**config.mk**
```make
export PLATFORM = sky130hd
export DESIGN_NAME = io_bus_router
export DESIGN_NICKNAME = d
export VERILOG_FILES = /design/src/rtl/io_bus_pkg.sv /design/src/rtl/io_bus_decoder.sv /design/src/rtl/io_bus_router.sv
export SDC_FILE = /design/constraint.sdc
export NUM_CORES = 1
export LEC_CHECK = 0
export ABC_CLOCK_PERIOD_IN_PS = 3200
export CAP_MARGIN = 20
export CELL_PAD_IN_SITES_DETAIL_PLACEMENT = 0
export CELL_PAD_IN_SITES_GLOBAL_PLACEMENT = 1
export CORE_MARGIN = 2
export CORE_UTILIZATION = 29
export DETAILED_ROUTE_END_ITERATION = 16
export PLACE_DENSITY_LB_ADDON = 0.2
export RECOVER_POWER = 100
export SLEW_MARGIN = 10
export SYNTH_ARGS = -nofsm -noshare
export SYNTH_HDL_FRONTEND = slang
export SYNTH_HIERARCHICAL = 1
export SYNTH_SLANG_ARGS = --single-unit
```
**constraint.sdc**
```tcl
create_clock -name clk -period 3.2 [get_ports clk]
set_input_delay 0.48 -clock clk [delete_from_list [all_inputs] [get_ports clk]]
set_output_delay 0.48 -clock clk [all_outputs]
set_load 0.005 [all_outputs]
```
**src/rtl/io_bus_pkg.sv**
```systemverilog
// Shared types and constants for the IO bus router: FSM state encoding,
// width of a region-size field, and the default three-device address map
// (memory, palette, framebuffer).
package io_bus_pkg;

    typedef enum logic [2:0] {
        ST_IDLE,
        ST_REQ,
        ST_WAIT,
        ST_RESP,
        ST_ERR
    } state_t;

    // Width of one log2(region size) field in the packed size parameter.
    localparam int SIZE_W = 6;

    // Default map: 1 KiB memory at 0, 512 B palette at 0x800,
    // 128 KiB framebuffer at 0x20000.
    localparam logic [31:0] MEM_BASE      = 32'h0000_0000;
    localparam logic [5:0]  MEM_SIZE_LOG2 = 6'd10;
    localparam logic [31:0] PAL_BASE      = 32'h0000_0800;
    localparam logic [5:0]  PAL_SIZE_LOG2 = 6'd9;
    localparam logic [31:0] FB_BASE       = 32'h0002_0000;
    localparam logic [5:0]  FB_SIZE_LOG2  = 6'd17;

    localparam logic [95:0] DEFAULT_DEV_BASE      = {FB_BASE, PAL_BASE, MEM_BASE};
    localparam logic [17:0] DEFAULT_DEV_SIZE_LOG2 = {FB_SIZE_LOG2, PAL_SIZE_LOG2, MEM_SIZE_LOG2};

    // Width of a device index; at least one bit even for a single device.
    function automatic int sel_width(input int n);
        return (n > 1) ? $clog2(n) : 1;
    endfunction

endpackage

```
**src/rtl/io_bus_decoder.sv**
```systemverilog
// Combinational address decoder: finds the lowest-indexed device whose
// aligned region contains the address and returns the in-region offset.
module io_bus_decoder
    import io_bus_pkg::*;
#(
    parameter int                          N_DEV         = 3,
    parameter int                          ADDR_W        = 32,
    parameter logic [N_DEV*ADDR_W-1:0]     DEV_BASE      = DEFAULT_DEV_BASE,
    parameter logic [N_DEV*SIZE_W-1:0]     DEV_SIZE_LOG2 = DEFAULT_DEV_SIZE_LOG2,
    parameter int                          SEL_W         = sel_width(N_DEV)
) (
    input  logic [ADDR_W-1:0] addr,
    output logic              hit,
    output logic [SEL_W-1:0]  sel,
    output logic [ADDR_W-1:0] offset
);

    logic [N_DEV-1:0]  hit_vec;
    logic [ADDR_W-1:0] offset_vec [N_DEV];

    // Per-device region match and offset; bases are size-aligned, so the
    // offset is just the address bits below the region size.
    for (genvar gi = 0; gi < N_DEV; gi++) begin : g_dev
        localparam int               SZ   = int'(DEV_SIZE_LOG2[gi*SIZE_W +: SIZE_W]);
        localparam logic [ADDR_W-1:0] BASE = DEV_BASE[gi*ADDR_W +: ADDR_W];
        localparam logic [ADDR_W-1:0] MASK = ~({ADDR_W{1'b1}} << SZ);

        assign hit_vec[gi]    = (addr >> SZ) == (BASE >> SZ);
        assign offset_vec[gi] = addr & MASK;
    end

    // Priority select: scanning downwards lets the lowest matching index win.
    always_comb begin
        hit    = |hit_vec;
        sel    = '0;
        offset = '0;
        for (int i = N_DEV - 1; i >= 0; i--) begin
            if (hit_vec[i]) begin
                sel    = SEL_W'(i);
                offset = offset_vec[i];
            end
        end
    end

endmodule

```
**src/rtl/io_bus_router.sv**
```systemverilog
// Single-outstanding bus router: accepts one request, forwards it to the
// decoded device, waits for its completion and returns a one-cycle response.
// Unmapped addresses get an immediate error response.
// Optional feature: define IO_BUS_TIMEOUT_EN to abort requests that stay in
// REQ/WAIT for TIMEOUT_CYCLES cycles with an error response.
module io_bus_router
    import io_bus_pkg::*;
#(
    parameter int                      N_DEV          = 3,
    parameter int                      ADDR_W         = 32,
    parameter int                      DATA_W         = 32,
    parameter logic [N_DEV*ADDR_W-1:0] DEV_BASE       = DEFAULT_DEV_BASE,
    parameter logic [N_DEV*SIZE_W-1:0] DEV_SIZE_LOG2  = DEFAULT_DEV_SIZE_LOG2,
    parameter logic [15:0]             TIMEOUT_CYCLES = 16'd255
) (
    input  logic                      clk,
    input  logic                      rst,
    input  logic                      req_valid,
    output logic                      req_ready,
    input  logic [ADDR_W-1:0]         req_addr,
    input  logic                      req_wr_en,
    input  logic [DATA_W-1:0]         req_wr_data,
    input  logic [DATA_W/8-1:0]       req_be,
    output logic                      rsp_valid,
    output logic                      rsp_err,
    output logic [DATA_W-1:0]         rsp_rd_data,
    output logic [N_DEV-1:0]          dev_req_valid,
    input  logic [N_DEV-1:0]          dev_req_ready,
    output logic [ADDR_W-1:0]         dev_addr,
    output logic                      dev_wr_en,
    output logic [DATA_W-1:0]         dev_wr_data,
    output logic [DATA_W/8-1:0]       dev_be,
    input  logic [N_DEV-1:0]          dev_rsp_valid,
    input  logic [N_DEV*DATA_W-1:0]   dev_rsp_data
);

    localparam int SEL_W = sel_width(N_DEV);
    localparam int BE_W  = DATA_W / 8;

    state_t              state_reg, state_next;
    logic [ADDR_W-1:0]   addr_reg;
    logic [DATA_W-1:0]   wr_data_reg;
    logic [BE_W-1:0]     be_reg;
    logic                wr_reg;
    logic [SEL_W-1:0]    sel_reg;
    logic [DATA_W-1:0]   rd_data_reg;

    logic                dec_hit;
    logic [SEL_W-1:0]    dec_sel;
    logic [ADDR_W-1:0]   dec_offset;

    logic [N_DEV-1:0]    sel_onehot;
    logic                sel_ready;
    logic                sel_rsp;
    logic [DATA_W-1:0]   sel_rsp_data;
    logic                complete;
    logic                timeout;

    io_bus_decoder #(
        .N_DEV         (N_DEV),
        .ADDR_W        (ADDR_W),
        .DEV_BASE      (DEV_BASE),
        .DEV_SIZE_LOG2 (DEV_SIZE_LOG2),
        .SEL_W         (SEL_W)
    ) u_decoder (
        .addr   (req_addr),
        .hit    (dec_hit),
        .sel    (dec_sel),
        .offset (dec_offset)
    );

    // One-hot of the captured device index, used to mask every per-device input.
    for (genvar gi = 0; gi < N_DEV; gi++) begin : g_sel
        assign sel_onehot[gi] = (sel_reg == SEL_W'(gi));
    end

    assign sel_ready = |(dev_req_ready & sel_onehot);
    assign sel_rsp   = |(dev_rsp_valid & sel_onehot);
    assign complete  = ((state_reg == ST_REQ) && sel_ready && sel_rsp) ||
                       ((state_reg == ST_WAIT) && sel_rsp);

    // Pick the selected device's completion data out of the packed bus.
    always_comb begin
        sel_rsp_data = '0;
        for (int i = 0; i < N_DEV; i++) begin
            if (sel_onehot[i]) begin
                sel_rsp_data = dev_rsp_data[i*DATA_W +: DATA_W];
            end
        end
    end

`ifdef IO_BUS_TIMEOUT_EN
    logic [15:0] cnt_reg;

    // Count cycles spent waiting on the device; cleared outside REQ/WAIT.
    always_ff @(posedge clk) begin
        if (rst) begin
            cnt_reg <= '0;
        end else if (state_reg == ST_REQ || state_reg == ST_WAIT) begin
            cnt_reg <= cnt_reg + 16'd1;
        end else begin
            cnt_reg <= '0;
        end
    end

    assign timeout = (cnt_reg == TIMEOUT_CYCLES - 16'd1);
`else
    logic unused_timeout;
    assign timeout        = 1'b0;
    assign unused_timeout = ^TIMEOUT_CYCLES;
`endif

    // State register plus request capture at acceptance and data capture at completion.
    always_ff @(posedge clk) begin
        if (rst) begin
            state_reg   <= ST_IDLE;
            addr_reg    <= '0;
            wr_data_reg <= '0;
            be_reg      <= '0;
            wr_reg      <= 1'b0;
            sel_reg     <= '0;
            rd_data_reg <= '0;
        end else begin
            state_reg <= state_next;
            if (state_reg == ST_IDLE && req_valid) begin
                addr_reg    <= dec_offset;
                wr_data_reg <= req_wr_data;
                be_reg      <= req_be;
                wr_reg      <= req_wr_en;
                sel_reg     <= dec_sel;
            end
            if (complete) begin
                rd_data_reg <= wr_reg ? '0 : sel_rsp_data;
            end
        end
    end

    // Next-state and Moore outputs; completion beats timeout on the same cycle.
    always_comb begin
        state_next    = state_reg;
        req_ready     = 1'b0;
        rsp_valid     = 1'b0;
        rsp_err       = 1'b0;
        rsp_rd_data   = '0;
        dev_req_valid = '0;
        case (state_reg)
            ST_IDLE: begin
                req_ready = 1'b1;
                if (req_valid) begin
                    state_next = dec_hit ? ST_REQ : ST_ERR;
                end
            end
            ST_REQ: begin
                dev_req_valid = sel_onehot;
                if (complete) begin
                    state_next = ST_RESP;
                end else if (timeout) begin
                    state_next = ST_ERR;
                end else if (sel_ready) begin
                    state_next = ST_WAIT;
                end
            end
            ST_WAIT: begin
                if (complete) begin
                    state_next = ST_RESP;
                end else if (timeout) begin
                    state_next = ST_ERR;
                end
            end
            ST_RESP: begin
                rsp_valid   = 1'b1;
                rsp_rd_data = rd_data_reg;
                state_next  = ST_IDLE;
            end
            ST_ERR: begin
                rsp_valid  = 1'b1;
                rsp_err    = 1'b1;
                state_next = ST_IDLE;
            end
            default: begin
                state_next = ST_IDLE;
            end
        endcase
    end

    assign dev_addr    = addr_reg;
    assign dev_wr_en   = wr_reg;
    assign dev_wr_data = wr_data_reg;
    assign dev_be      = be_reg;

endmodule
```
==> metrics.txt, run 1 <==
# TYPE chip_impl_metric gauge
chip_impl_info{name="outcome",value="finished clean"} 1
chip_impl_metric{name="p_per_area",unit="mW/mm^2"} 375
chip_impl_metric{name="worst-slew-pin-transition",unit="ns"} 0.954
chip_impl_metric{name="syn_area",unit="mm^2"} 0.00520
chip_impl_metric{name="cts_buffer_count",unit=""} 9
chip_impl_metric{name="gp_congestion",unit=""} 0.749
chip_impl_metric{name="hold_violations",unit=""} 0
chip_impl_info{name="critPathSlowestCell",value="sky130_fd_sc_hd__clkdlybuf4s50_1"} 1
chip_impl_metric{name="dr.pass1.iters",unit=""} 4
chip_impl_metric{name="post-route-drc-count",unit=""} 0
chip_impl_metric{name="via_count",unit=""} 5527
chip_impl_metric{name="final-setup-viol-count",unit=""} 0
chip_impl_metric{name="netlist_instances",unit=""} 696
chip_impl_metric{name="synth_warnings",unit=""} 6
chip_impl_metric{name="cts_htree_levels",unit=""} 3
chip_impl_metric{name="synth_xor_xnor_area_share",unit="%"} 0
chip_impl_metric{name="num-nets-final",unit=""} 1108
chip_impl_metric{name="multiInputGateArea",unit="mm^2"} 0.00274
chip_impl_info{name="critPathCaptureType",value="output pin"} 1
chip_impl_metric{name="grt_first_pass_wirelength",unit="um"} 27400
chip_impl_metric{name="post_synthesis_compound_gate_area_fraction",unit="%"} 17.0
chip_impl_info{name="crit_path_cell_trace",value="nand2_1 -> nor2_1 -> clkbuf_2 -> and2_0 -> clkdlybuf4s50_1"} 1
chip_impl_metric{name="routed_wl",unit="um"} 18200
chip_impl_metric{name="place_hpwl",unit="um"} 12900
chip_impl_info{name="final_common_cell",value="sky130_fd_sc_hd__clkdlybuf4s50_1"} 1
chip_impl_metric{name="cap_violations",unit=""} 0
chip_impl_metric{name="antenna_found_initial",unit=""} 0
chip_impl_metric{name="initial_core_util",unit="%"} 29.9
chip_impl_info{name="clock_root_buffer",value="sky130_fd_sc_hd__clkbuf_16"} 1
chip_impl_metric{name="critical_path_required",unit="ns"} 2.72
chip_impl_metric{name="placement_rows",unit=""} 48
chip_impl_metric{name="post-cts-setup-buffer-count",unit=""} 0
chip_impl_metric{name="max_freq",unit="GHz"} 0.366
chip_impl_info{name="main_combinational_cell_family_by_area_after_synthesis",value="simple AND/OR/NAND/NOR gates"} 1
chip_impl_metric{name="cts.repair.resized",unit=""} 0
chip_impl_metric{name="internal_cell_power",unit="mW"} 2.42
chip_impl_metric{name="detail-route-antenna-nets",unit=""} 0
chip_impl_metric{name="seqCellArea",unit="mm^2"} 0.00212
chip_impl_metric{name="holdBufCountCts",unit=""} 0
chip_impl_metric{name="postSynthAreaPerCell",unit="um^2"} 7.47
chip_impl_metric{name="syn2layout_area_growth",unit="%"} 62.0
chip_impl_metric{name="yosysSeqAreaShare",unit="%"} 40.8
chip_impl_metric{name="grt_use_total",unit="%"} 18.5
chip_impl_metric{name="clkLatencyLatePin",unit="ns"} 0.35
chip_impl_metric{name="worst-endpoint-arrival",unit="ns"} 2.25
chip_impl_info{name="hold_path.class",value="flop to flop"} 1
chip_impl_metric{name="timing.setup.tns",unit="ns"} 0
chip_impl_metric{name="first_iter_violations",unit=""} 253
chip_impl_metric{name="clock_path_buffers",unit=""} 2
chip_impl_info{name="grt_setup_unrepaired",value="false"} 1
chip_impl_metric{name="die_w",unit="um"} 138
chip_impl_metric{name="synth_adder_area_share",unit="%"} 0
chip_impl_metric{name="total_switching_power",unit="mW"} 0.741
chip_impl_metric{name="switching_share_of_power",unit="%"} 23.5
chip_impl_metric{name="clockPowerShare",unit="%"} 41.2
chip_impl_metric{name="synth-async-reset-ratio",unit="%"} 0
chip_impl_info{name="worstSetupStartpointType",value="flop"} 1
chip_impl_metric{name="antenna_cells_inserted",unit=""} 0
chip_impl_metric{name="fill_cells",unit=""} 1758
chip_impl_metric{name="vias_per_cell",unit=""} 4.75
chip_impl_metric{name="number_of_pins_exceeding_their_max_slew_limit_in_the_final_report",unit=""} 0
chip_impl_metric{name="fp.dieArea",unit="mm^2"} 0.0190
chip_impl_metric{name="io_pins",unit=""} 281
chip_impl_info{name="most-common-layout-cells",value="204 x sky130_fd_sc_hd__clkdlybuf4s50_1, 158 x sky130_fd_sc_hd__nand2_1, 137 x sky130_fd_sc_hd__a21oi_1"} 1
chip_impl_metric{name="final_util",unit="%"} 48.4
chip_impl_metric{name="power.share.sequential",unit="%"} 43.7
chip_impl_metric{name="core_area",unit="mm^2"} 0.0174
chip_impl_info{name="tritoncts",value="done"} 1
chip_impl_metric{name="critical_path.max_fanout",unit=""} 32
chip_impl_metric{name="vdd.ir_drop.worst",unit="V"} 0.000303
chip_impl_metric{name="grt-ovfl-total",unit=""} 0
chip_impl_metric{name="worst_clock_skew",unit="ns"} 0.00556
chip_impl_metric{name="netlist-cell-type-count",unit=""} 31
chip_impl_metric{name="wl_per_cell",unit="um"} 15.6
chip_impl_metric{name="grt_start_max_net_pins",unit=""} 66
chip_impl_metric{name="clkTransAtPathRegs",unit="ns"} 0.07
chip_impl_metric{name="synth_edf_count",unit=""} 0
chip_impl_metric{name="final_min_period_over_clock_period",unit="%"} 85.3
chip_impl_metric{name="synth_seq_cells",unit=""} 106
chip_impl_metric{name="layout-drive-gt1-share",unit="%"} 3.83
chip_impl_info{name="ys_dominant_reg_cell",value="sky130_fd_sc_hd__dfxtp_1"} 1
chip_impl_info{name="worstSetupPathType",value="flop to output pin"} 1
chip_impl_metric{name="critPathMaxStageDelay",unit="ns"} 0.54
chip_impl_metric{name="place.port_buffers",unit=""} 280
chip_impl_metric{name="synth.area.mux_share",unit="%"} 6.54
chip_impl_metric{name="clock_sinks",unit=""} 106
chip_impl_metric{name="p_leak",unit="nW"} 3.14
chip_impl_metric{name="relSlewSlack",unit="%"} 36.3
chip_impl_metric{name="synth-simple-area-share",unit="%"} 27.9
chip_impl_metric{name="dieHeight",unit="um"} 138
chip_impl_metric{name="first_global_vias",unit=""} 5263
chip_impl_metric{name="combPwrFrac",unit="%"} 15.0
chip_impl_metric{name="period_minus_slack",unit="ns"} 2.73
## routing by layer
layer | GRT usage, % | vias up | share of wire [%]
met5 | 0 | - | 0
li1 | - | 2826 | -
met1 | 22.3 | 2488 | 42
met4 | 5.84 | 0 | 1.2
met3 | 6.03 | 13 | 11
met2 | 31.1 | 200 | 46
## power by group through the flow
stage	registers, mW	logic (mW)	clock network (mW)
5_1_grt	1.39	0.523	1.38
3_5_place_dp	1.41	0.494	0
6_report	1.38	0.475	1.30
4_1_cts	1.38	0.497	1.34
3_3_place_gp	1.41	0.496	0
2_1_floorplan	1.41	0.168	0
## final cells by class
class	count	share of cell area, %
inverter	1	0.0445
timing repair buffer	292	34.7
sequential	106	25.2
clock inverter	7	1.48
multi-input combinational	524	32.5
tap	225	3.34
clock buffer	9	2.67
## critical path: cells and delay by family (launching register included)
kind	cells	cell delay, ns
simple gates	3	0.44
buf+inv	2	1.02
flops	1	0.42
## cells in the mapped netlist (2+ instances only)
master                       n  area (um^2)
sky130_fd_sc_hd__buf_6       5         56.3
sky130_fd_sc_hd__or4_1      32          240
sky130_fd_sc_hd__buf_4      15          113
sky130_fd_sc_hd__o21ai_1    12         60.1
sky130_fd_sc_hd__o21ai_0    21          105
sky130_fd_sc_hd__nand2_1   158          593
sky130_fd_sc_hd__nor4_1     14         87.6
sky130_fd_sc_hd__nor3_1      4         20.0
sky130_fd_sc_hd__dfxtp_1   106         2120
sky130_fd_sc_hd__clkbuf_1   53          199
sky130_fd_sc_hd__nor3b_1     2         15.0
sky130_fd_sc_hd__buf_2       6         30.0
sky130_fd_sc_hd__and3_1      7         43.8
sky130_fd_sc_hd__nor2b_1     3         18.8
sky130_fd_sc_hd__mux2i_1    34          340
sky130_fd_sc_hd__nand2b_1    2         12.5
sky130_fd_sc_hd__a21oi_1   138          691
sky130_fd_sc_hd__and2_1     35          219
sky130_fd_sc_hd__nor2_1     37          139
## cell families after synthesis
family | Yosys count
simple gates | 301
other cells | 1
compound gates | 174
buf+inv | 80
mux | 34
flops | 106
## metrics by stage
stage               power (mW)  cells  area [um^2]  hold slack, ns  worst slack, ns
global placement          1.91   1148         8090           0.441            0.795
detailed placement        1.91   1148         8090           0.445            0.770
global route              3.29   1164         8430           0.467            0.284
floorplan                 1.58    710         5260           0.449             1.43
CTS                       3.22   1164         8440           0.456            0.607
finish                    3.16   1164         8430           0.450            0.471
## worst paths after layout
check | start | to | slack, ns | cells after the start
worst max register to register | sel_reg[1] | rd_data_reg[28] | 0.99 | 7
worst min-delay path | dev_addr[22] | dev_addr[22] | 0.45 | 2
worst max-delay path | state_reg[0] | rsp_rd_data[29] | 0.47 | 5
worst min register to register | dev_addr[22] | dev_addr[22] | 0.45 | 2
Power figures use the tool's default switching activity.
==> run 2: changes to the inputs <==
--- a/config.mk
+++ b/config.mk
@@ -19,3 +19,4 @@
 export SYNTH_HDL_FRONTEND = slang
 export SYNTH_HIERARCHICAL = 1
 export SYNTH_SLANG_ARGS = --single-unit
+export TNS_END_PERCENT = 30
==> results of run 2 <==
The final DEF is identical to that of run 1; final timing and power are the same.
